### src/rtl/game_command_receiver_pkg.sv
// Shared constants for the game command path: game FSM encodings, frame marker,
// opcodes and the receiver FSM state type.
package game_command_receiver_pkg;

  localparam logic [7:0] SYNC_BYTE_DEFAULT      = 8'hAA;
  localparam int         TIMEOUT_CYCLES_DEFAULT = 1_000_000;

  // Game FSM encodings, also used by the transmit-side controller
  localparam logic [2:0] INICIAR_JOGO           = 3'b000;
  localparam logic [2:0] SELECIONAR_DIFICULDADE = 3'b001;
  localparam logic [2:0] CARREGANDO             = 3'b010;
  localparam logic [2:0] CORRENDO_MAPA          = 3'b011;
  localparam logic [2:0] PERCORRER_NUMEROS      = 3'b100;
  localparam logic [2:0] VITORIA                = 3'b101;
  localparam logic [2:0] DERROTA                = 3'b110;

  localparam logic [7:0] OP_START         = 8'h01;
  localparam logic [7:0] OP_DIFFICULTY    = 8'h02;
  localparam logic [7:0] OP_MOVE          = 8'h03;
  localparam logic [7:0] OP_SELECT_NUMBER = 8'h04;
  localparam logic [7:0] OP_CONFIRM       = 8'h05;

  typedef enum logic [1:0] {
    S_WAIT_SYNC   = 2'd0,
    S_GET_CMD     = 2'd1,
    S_GET_PAYLOAD = 2'd2,
    S_GET_CHECK   = 2'd3
  } rx_state_e;

  // Gameplay commands (move/number/confirm) share the same legal states
  function automatic logic in_play_state(input logic [2:0] st);
    return (st == CORRENDO_MAPA) || (st == PERCORRER_NUMEROS);
  endfunction

  function automatic logic number_in_range(input logic [7:0] p);
    return (p >= 8'd1) && (p <= 8'd9);
  endfunction

endpackage

### src/rtl/game_command_receiver_rx_timeout_counter.sv
// Inter-byte idle counter: counts while enabled, clears on any accepted byte,
// strobes expired for one cycle on the TIMEOUT_CYCLES-th idle clock.
module rx_timeout_counter
  import game_command_receiver_pkg::*;
#(
  parameter int TIMEOUT_CYCLES = TIMEOUT_CYCLES_DEFAULT
) (
  input  logic clock,
  input  logic reset,
  input  logic clear,
  input  logic enable,
  output logic expired
);

  localparam int CW = (TIMEOUT_CYCLES > 1) ? $clog2(TIMEOUT_CYCLES) : 1;
  localparam logic [CW-1:0] LAST = CW'(TIMEOUT_CYCLES - 1);

  logic [CW-1:0] cnt_q, cnt_d;

  // An accepted byte on the terminal cycle wins over the timeout
  assign expired = enable && !clear && (cnt_q == LAST);

  always_comb begin
    cnt_d = cnt_q + 1'b1;
    if (clear || !enable || expired) begin
      cnt_d = '0;
    end
  end

  always_ff @(posedge clock or negedge reset) begin
    if (!reset) begin
      cnt_q <= '0;
    end else begin
      cnt_q <= cnt_d;
    end
  end

endmodule

### src/rtl/game_command_receiver.sv
// Parses SYNC/CMD/PAYLOAD/CHECK frames from the UART RX byte stream into one-cycle
// game-input events, gated by the game FSM state; never applies backpressure.
module game_command_receiver
  import game_command_receiver_pkg::*;
#(
  parameter logic [7:0] SYNC_BYTE      = SYNC_BYTE_DEFAULT,
  parameter int         TIMEOUT_CYCLES = TIMEOUT_CYCLES_DEFAULT
) (
  input  logic       clock,
  input  logic       reset,
  input  logic       rx_valid,
  input  logic [7:0] rx_data,
  input  logic [2:0] current_state,
  output logic       start_pulse,
  output logic       dificulty_valid,
  output logic       dificulty,
  output logic       move_valid,
  output logic [1:0] move_dir,
  output logic       number_valid,
  output logic [3:0] number,
  output logic       confirm_pulse,
  output logic       frame_error,
  output logic       rejected
);

  rx_state_e  state_q, state_d;
  logic [7:0] cmd_q, cmd_d;
  logic [7:0] payload_q, payload_d;

  logic       start_pulse_q, start_pulse_d;
  logic       dificulty_valid_q, dificulty_valid_d;
  logic       dificulty_q, dificulty_d;
  logic       move_valid_q, move_valid_d;
  logic [1:0] move_dir_q, move_dir_d;
  logic       number_valid_q, number_valid_d;
  logic [3:0] number_q, number_d;
  logic       confirm_pulse_q, confirm_pulse_d;
  logic       frame_error_q, frame_error_d;
  logic       rejected_q, rejected_d;

  logic       timeout_expired;

  rx_timeout_counter #(
    .TIMEOUT_CYCLES(TIMEOUT_CYCLES)
  ) u_timeout (
    .clock  (clock),
    .reset  (reset),
    .clear  (rx_valid),
    .enable (state_q != S_WAIT_SYNC),
    .expired(timeout_expired)
  );

  always_ff @(posedge clock or negedge reset) begin
    if (!reset) begin
      state_q           <= S_WAIT_SYNC;
      cmd_q             <= '0;
      payload_q         <= '0;
      start_pulse_q     <= 1'b0;
      dificulty_valid_q <= 1'b0;
      dificulty_q       <= 1'b0;
      move_valid_q      <= 1'b0;
      move_dir_q        <= '0;
      number_valid_q    <= 1'b0;
      number_q          <= '0;
      confirm_pulse_q   <= 1'b0;
      frame_error_q     <= 1'b0;
      rejected_q        <= 1'b0;
    end else begin
      state_q           <= state_d;
      cmd_q             <= cmd_d;
      payload_q         <= payload_d;
      start_pulse_q     <= start_pulse_d;
      dificulty_valid_q <= dificulty_valid_d;
      dificulty_q       <= dificulty_d;
      move_valid_q      <= move_valid_d;
      move_dir_q        <= move_dir_d;
      number_valid_q    <= number_valid_d;
      number_q          <= number_d;
      confirm_pulse_q   <= confirm_pulse_d;
      frame_error_q     <= frame_error_d;
      rejected_q        <= rejected_d;
    end
  end

  // SYNC inside a frame is ordinary data: no resync, the checksum catches it
  always_comb begin
    state_d = state_q;
    if (rx_valid) begin
      case (state_q)
        S_WAIT_SYNC:   if (rx_data == SYNC_BYTE) state_d = S_GET_CMD;
        S_GET_CMD:     state_d = S_GET_PAYLOAD;
        S_GET_PAYLOAD: state_d = S_GET_CHECK;
        S_GET_CHECK:   state_d = S_WAIT_SYNC;
        default:       state_d = S_WAIT_SYNC;
      endcase
    end else if (timeout_expired) begin
      state_d = S_WAIT_SYNC;
    end
  end

  always_comb begin
    cmd_d             = cmd_q;
    payload_d         = payload_q;
    start_pulse_d     = 1'b0;
    dificulty_valid_d = 1'b0;
    dificulty_d       = dificulty_q;
    move_valid_d      = 1'b0;
    move_dir_d        = move_dir_q;
    number_valid_d    = 1'b0;
    number_d          = number_q;
    confirm_pulse_d   = 1'b0;
    frame_error_d     = 1'b0;
    rejected_d        = 1'b0;

    if (rx_valid) begin
      case (state_q)
        S_GET_CMD:     cmd_d = rx_data;
        S_GET_PAYLOAD: payload_d = rx_data;
        S_GET_CHECK: begin
          if (rx_data != (cmd_q ^ payload_q)) begin
            frame_error_d = 1'b1;
          end else begin
            case (cmd_q)
              OP_START: begin
                if (current_state == INICIAR_JOGO) start_pulse_d = 1'b1;
                else                               rejected_d    = 1'b1;
              end
              OP_DIFFICULTY: begin
                if (current_state == SELECIONAR_DIFICULDADE) begin
                  dificulty_valid_d = 1'b1;
                  dificulty_d       = payload_q[0];
                end else begin
                  rejected_d = 1'b1;
                end
              end
              OP_MOVE: begin
                if (in_play_state(current_state)) begin
                  move_valid_d = 1'b1;
                  move_dir_d   = payload_q[1:0];
                end else begin
                  rejected_d = 1'b1;
                end
              end
              OP_SELECT_NUMBER: begin
                if (in_play_state(current_state) && number_in_range(payload_q)) begin
                  number_valid_d = 1'b1;
                  number_d       = payload_q[3:0];
                end else begin
                  rejected_d = 1'b1;
                end
              end
              OP_CONFIRM: begin
                if (in_play_state(current_state)) confirm_pulse_d = 1'b1;
                else                              rejected_d      = 1'b1;
              end
              default: rejected_d = 1'b1;
            endcase
          end
        end
        default: ;
      endcase
    end else if (timeout_expired) begin
      frame_error_d = 1'b1;
    end
  end

  assign start_pulse     = start_pulse_q;
  assign dificulty_valid = dificulty_valid_q;
  assign dificulty       = dificulty_q;
  assign move_valid      = move_valid_q;
  assign move_dir        = move_dir_q;
  assign number_valid    = number_valid_q;
  assign number          = number_q;
  assign confirm_pulse   = confirm_pulse_q;
  assign frame_error     = frame_error_q;
  assign rejected        = rejected_q;

endmodule

### config.mk
export PLATFORM = sky130hd
export DESIGN_NAME = game_command_receiver
export DESIGN_NICKNAME = d
export VERILOG_FILES = /design/src/rtl/game_command_receiver_pkg.sv /design/src/rtl/game_command_receiver_rx_timeout_counter.sv /design/src/rtl/game_command_receiver.sv
export SDC_FILE = /design/constraint.sdc
export NUM_CORES = 1
export LEC_CHECK = 0
export CELL_PAD_IN_SITES_DETAIL_PLACEMENT = 1
export CELL_PAD_IN_SITES_GLOBAL_PLACEMENT = 1
export CORE_ASPECT_RATIO = 2
export CORE_UTILIZATION = 45
export CTS_CLUSTER_DIAMETER = 40
export DETAILED_ROUTE_END_ITERATION = 10
export DONT_BUFFER_PORTS = 1
export HOLD_SLACK_MARGIN = 0.02
export PLACE_DENSITY = 0.82
export SETUP_SLACK_MARGIN = 0.2
export SLEW_MARGIN = 40
export SYNTH_ARGS = -nofsm -noshare
export SYNTH_HDL_FRONTEND = slang
export SYNTH_SLANG_ARGS = --single-unit
### constraint.sdc
create_clock -name clock -period 3.45 [get_ports clock]
set_input_delay 0.1725 -clock clock [delete_from_list [all_inputs] [get_ports clock]]
set_output_delay 0.1725 -clock clock [all_outputs]
set_load 0.005 [all_outputs]
==> out/metrics.cfg <==
[floorplan]
num_rows=39
die_w_um=56.5
die_h_um=111
initial_core_util_pct=46.9
core_area_um2=5710
dieArea_um2=6280
pin_count=28

[pwr]
power.leakage_nw=1.30
clock_power_share_pct=25.7
finalPower_w=0.00197
seq_power_share_pct=45.2
p_int_w=0.00133
power_switching_w=0.000635
sw_frac_of_total_pct=32.3
p_comb_share_pct=29.1
ir_drop_mv=0.554
p_per_area_nw_per_um2=658

[yosys]
synth.top_cell.area_share_pct=48.6
synthTopCellsByArea=dfrtp_1 (49%), mux2_2 (6.7%), nor2_1 (4.3%)
syn_area_um2=2680
synthCells=227
synth-seq-area-share_pct=48.6
avgSynthCellArea_um2=11.8
ys_types=48
synthesis.nets=246
yosysWarnings=0
synth_seq_cells=52
synth_largest_area_cell=dfrtp_1

[setup_path]
end_kind=flop
crit_end=number[2]
crit_type=flop to flop
cp-startpoint=payload_q[1]
reg2reg_from=payload_q[1]
reg2reg_depth=5
reg2reg_slack_ns=1.39
crit_fanout=7
startpoint_type=flop
cp_data_required_time_ns=3.63
worst_r2r_endpoint=number[2]
cp_data_arrival_time_ns=2.24

[sta]
hold_viol=0
fmax_mhz=486
setup_viol=0
finalCriticalPeriod_ns=2.06
worst_pin_slew_ns=0.674
fin_skew_ns=0.00997
fin_tns_setup_ns=0
drv_slew=0
finalCritPeriodShare_pct=59.7
slew_headroom_pct=54.7
grt_setup_unrepaired=no

[clocking]
ctsRootBufferMaster=clkbuf_16
clockBufferDepth=2
htreeDepth=2
numCtsBuffers=5
clock_latency_ns=0.30
cts_resized=0
clock-sinks=52
cts_tree=built
path_clk_slew_ns=0.07

[final_layout]
final_common_cell=dfrtp_1
mostFrequentLayoutCells=dfrtp_1 (52), nor2_1 (31), mux2_2 (16)
multi_input_area_um2=1330
nets=257
drive_gt1_share_pct=19.7
syn2layout_area_growth_pct=11.6
diodes=0
fillers=593
seq_area_um2=1300

[drt]
ant_nets=0
drt-initial-drc-count=32
vias=1766
drtPass1Iterations=4
via_per_inst=5.91
detail_route.drc_violations=0
detail_route.wl_per_cell_um=19.2
totalWireLength_mm=5.75

[hold_path]
worstHoldPathType=primary input to flop
hold-path-cell-count=1

[placement]
portBuffers=0
routabilityCongestion=0.786
dp_hpwl_mm=4.28

[global_routing]
grt_max_degree=53
grt.overflow.total=0
grt_pass1_vias=2016
groute.usage.overall_pct=20.8
antenna_found_initial=0
grt_pass1_wl_mm=9.99

[run]
cap_violations=0

[run_status]
status=completed

-- per-layer routing --
metal	share of wire (%)	wire length [um]	vias to the layer above	GRT usage, %
li1	-	-	818	-
met1	34	1970	899	20.3
met2	59	3370	35	38.9
met3	3.9	224	14	5.37
met4	3.2	183	0	9.59
met5	0	0	-	0
-- cells in the mapped netlist, drive strengths merged --
cell	number
dfrtp	52
nor2	32
mux2	23
nand2	15
xnor2	10
nand3	9
xnor3	8
xor2	8
inv	7
ha	5
nand4	5
nor3	5
nor4	5
a21oi	4
and3	4
or4	4
and2	3
and4	3
clkbuf	3
buf	2
nand2b	2
nor4b	2
or3b	2
or4bb	2
a31oi	1
mux2i	1
nand3b	1
nand4bb	1
o211ai	1
o21a	1
o21ai	1
o221ai	1
o22ai	1
o31ai	1
o32ai	1
or2	1
-- state kept, by name, indices dropped and copies added, names as in the netlist, 2 cells and up --
| register | count |
|---|---|
| u_timeout.cnt_q | 20 |
| cmd_q | 8 |
| payload_q | 8 |
| number | 4 |
| move_dir | 2 |
| state_q | 2 |
-- what timing repair did --
| action | CTS | global route |
|---|---|---|
| setup buffers | 0 | 0 |
| endpoints found under the hold margin | 61 | 0 |
| hold buffers | 9 | 0 |
-- how the worst min path moves through the flow --
stage | startpoint | endpoint | slack [ns]
floorplan | reset | cmd_q[0] | -0.12
global placement | reset | dificulty_valid | -0.12
detailed placement | reset | dificulty_valid | -0.12
CTS | rx_data[3] | payload_q[3] | 0.02
global route | rx_data[6] | cmd_q[6] | 0.02
finish | rx_data[6] | cmd_q[6] | 0.03
-- kinds of logic after synthesis --
group,Yosys count,share of synthesized area [%]
and+or+nand+nor,96,20.8
DFF,52,48.6
xor gates and xnor gates,26,12.8
muxes,24,10.7
AOI/OAI and AO/OA,12,2.90
buffers and inverters,12,1.78
adders and majority gates,5,2.34
-- power by group through the flow --
stage | Sequential (W) | Clock [W] | Combinational [W]
5_1_grt | 0.000909 | 0.000532 | 0.000634
3_3_place_gp | 0.000895 | 0 | 0.000533
3_5_place_dp | 0.000905 | 0 | 0.000552
6_report | 0.000889 | 0.000505 | 0.000571
2_1_floorplan | 0.000814 | 0 | 0.000523
4_1_cts | 0.000893 | 0.000521 | 0.000578
-- critical path: stages (launching register included) --
cell and delay, ns:
dfrtp_1 0.45, xnor3_2 0.34, nand4_4 0.11, nor4_4 0.46, and2_4 0.28, mux2_4 0.30
-- per-stage QoR --
step / cell area [um^2] / util (%) / hold WS [ns] / cells / setup WS, ns
2_1_floorplan: 2680 / - / -0.123 / 227 / 1.56
3_3_place_gp: 2730 / 47.9 / -0.122 / 283 / 1.44
3_5_place_dp: 2730 / 47.9 / -0.121 / 283 / 1.38
4_1_cts: 2990 / 52.3 / 0.0202 / 299 / 1.36
5_1_grt: 2990 / 52.3 / 0.0213 / 299 / 1.16
6_report: 2990 / 52.3 / 0.0267 / 299 / 1.39
-- cell type report --
cell class | count | share of cell area [%]
well taps | 61 | 2.55
clock inverters | 1 | 0.293
multi-input cells | 163 | 44.5
inverters | 7 | 0.879
flip-flops and latches | 52 | 43.6
clock buffers | 6 | 4.65
repair buffers | 9 | 3.60
Note: power is estimated with default switching activity, not from simulation.
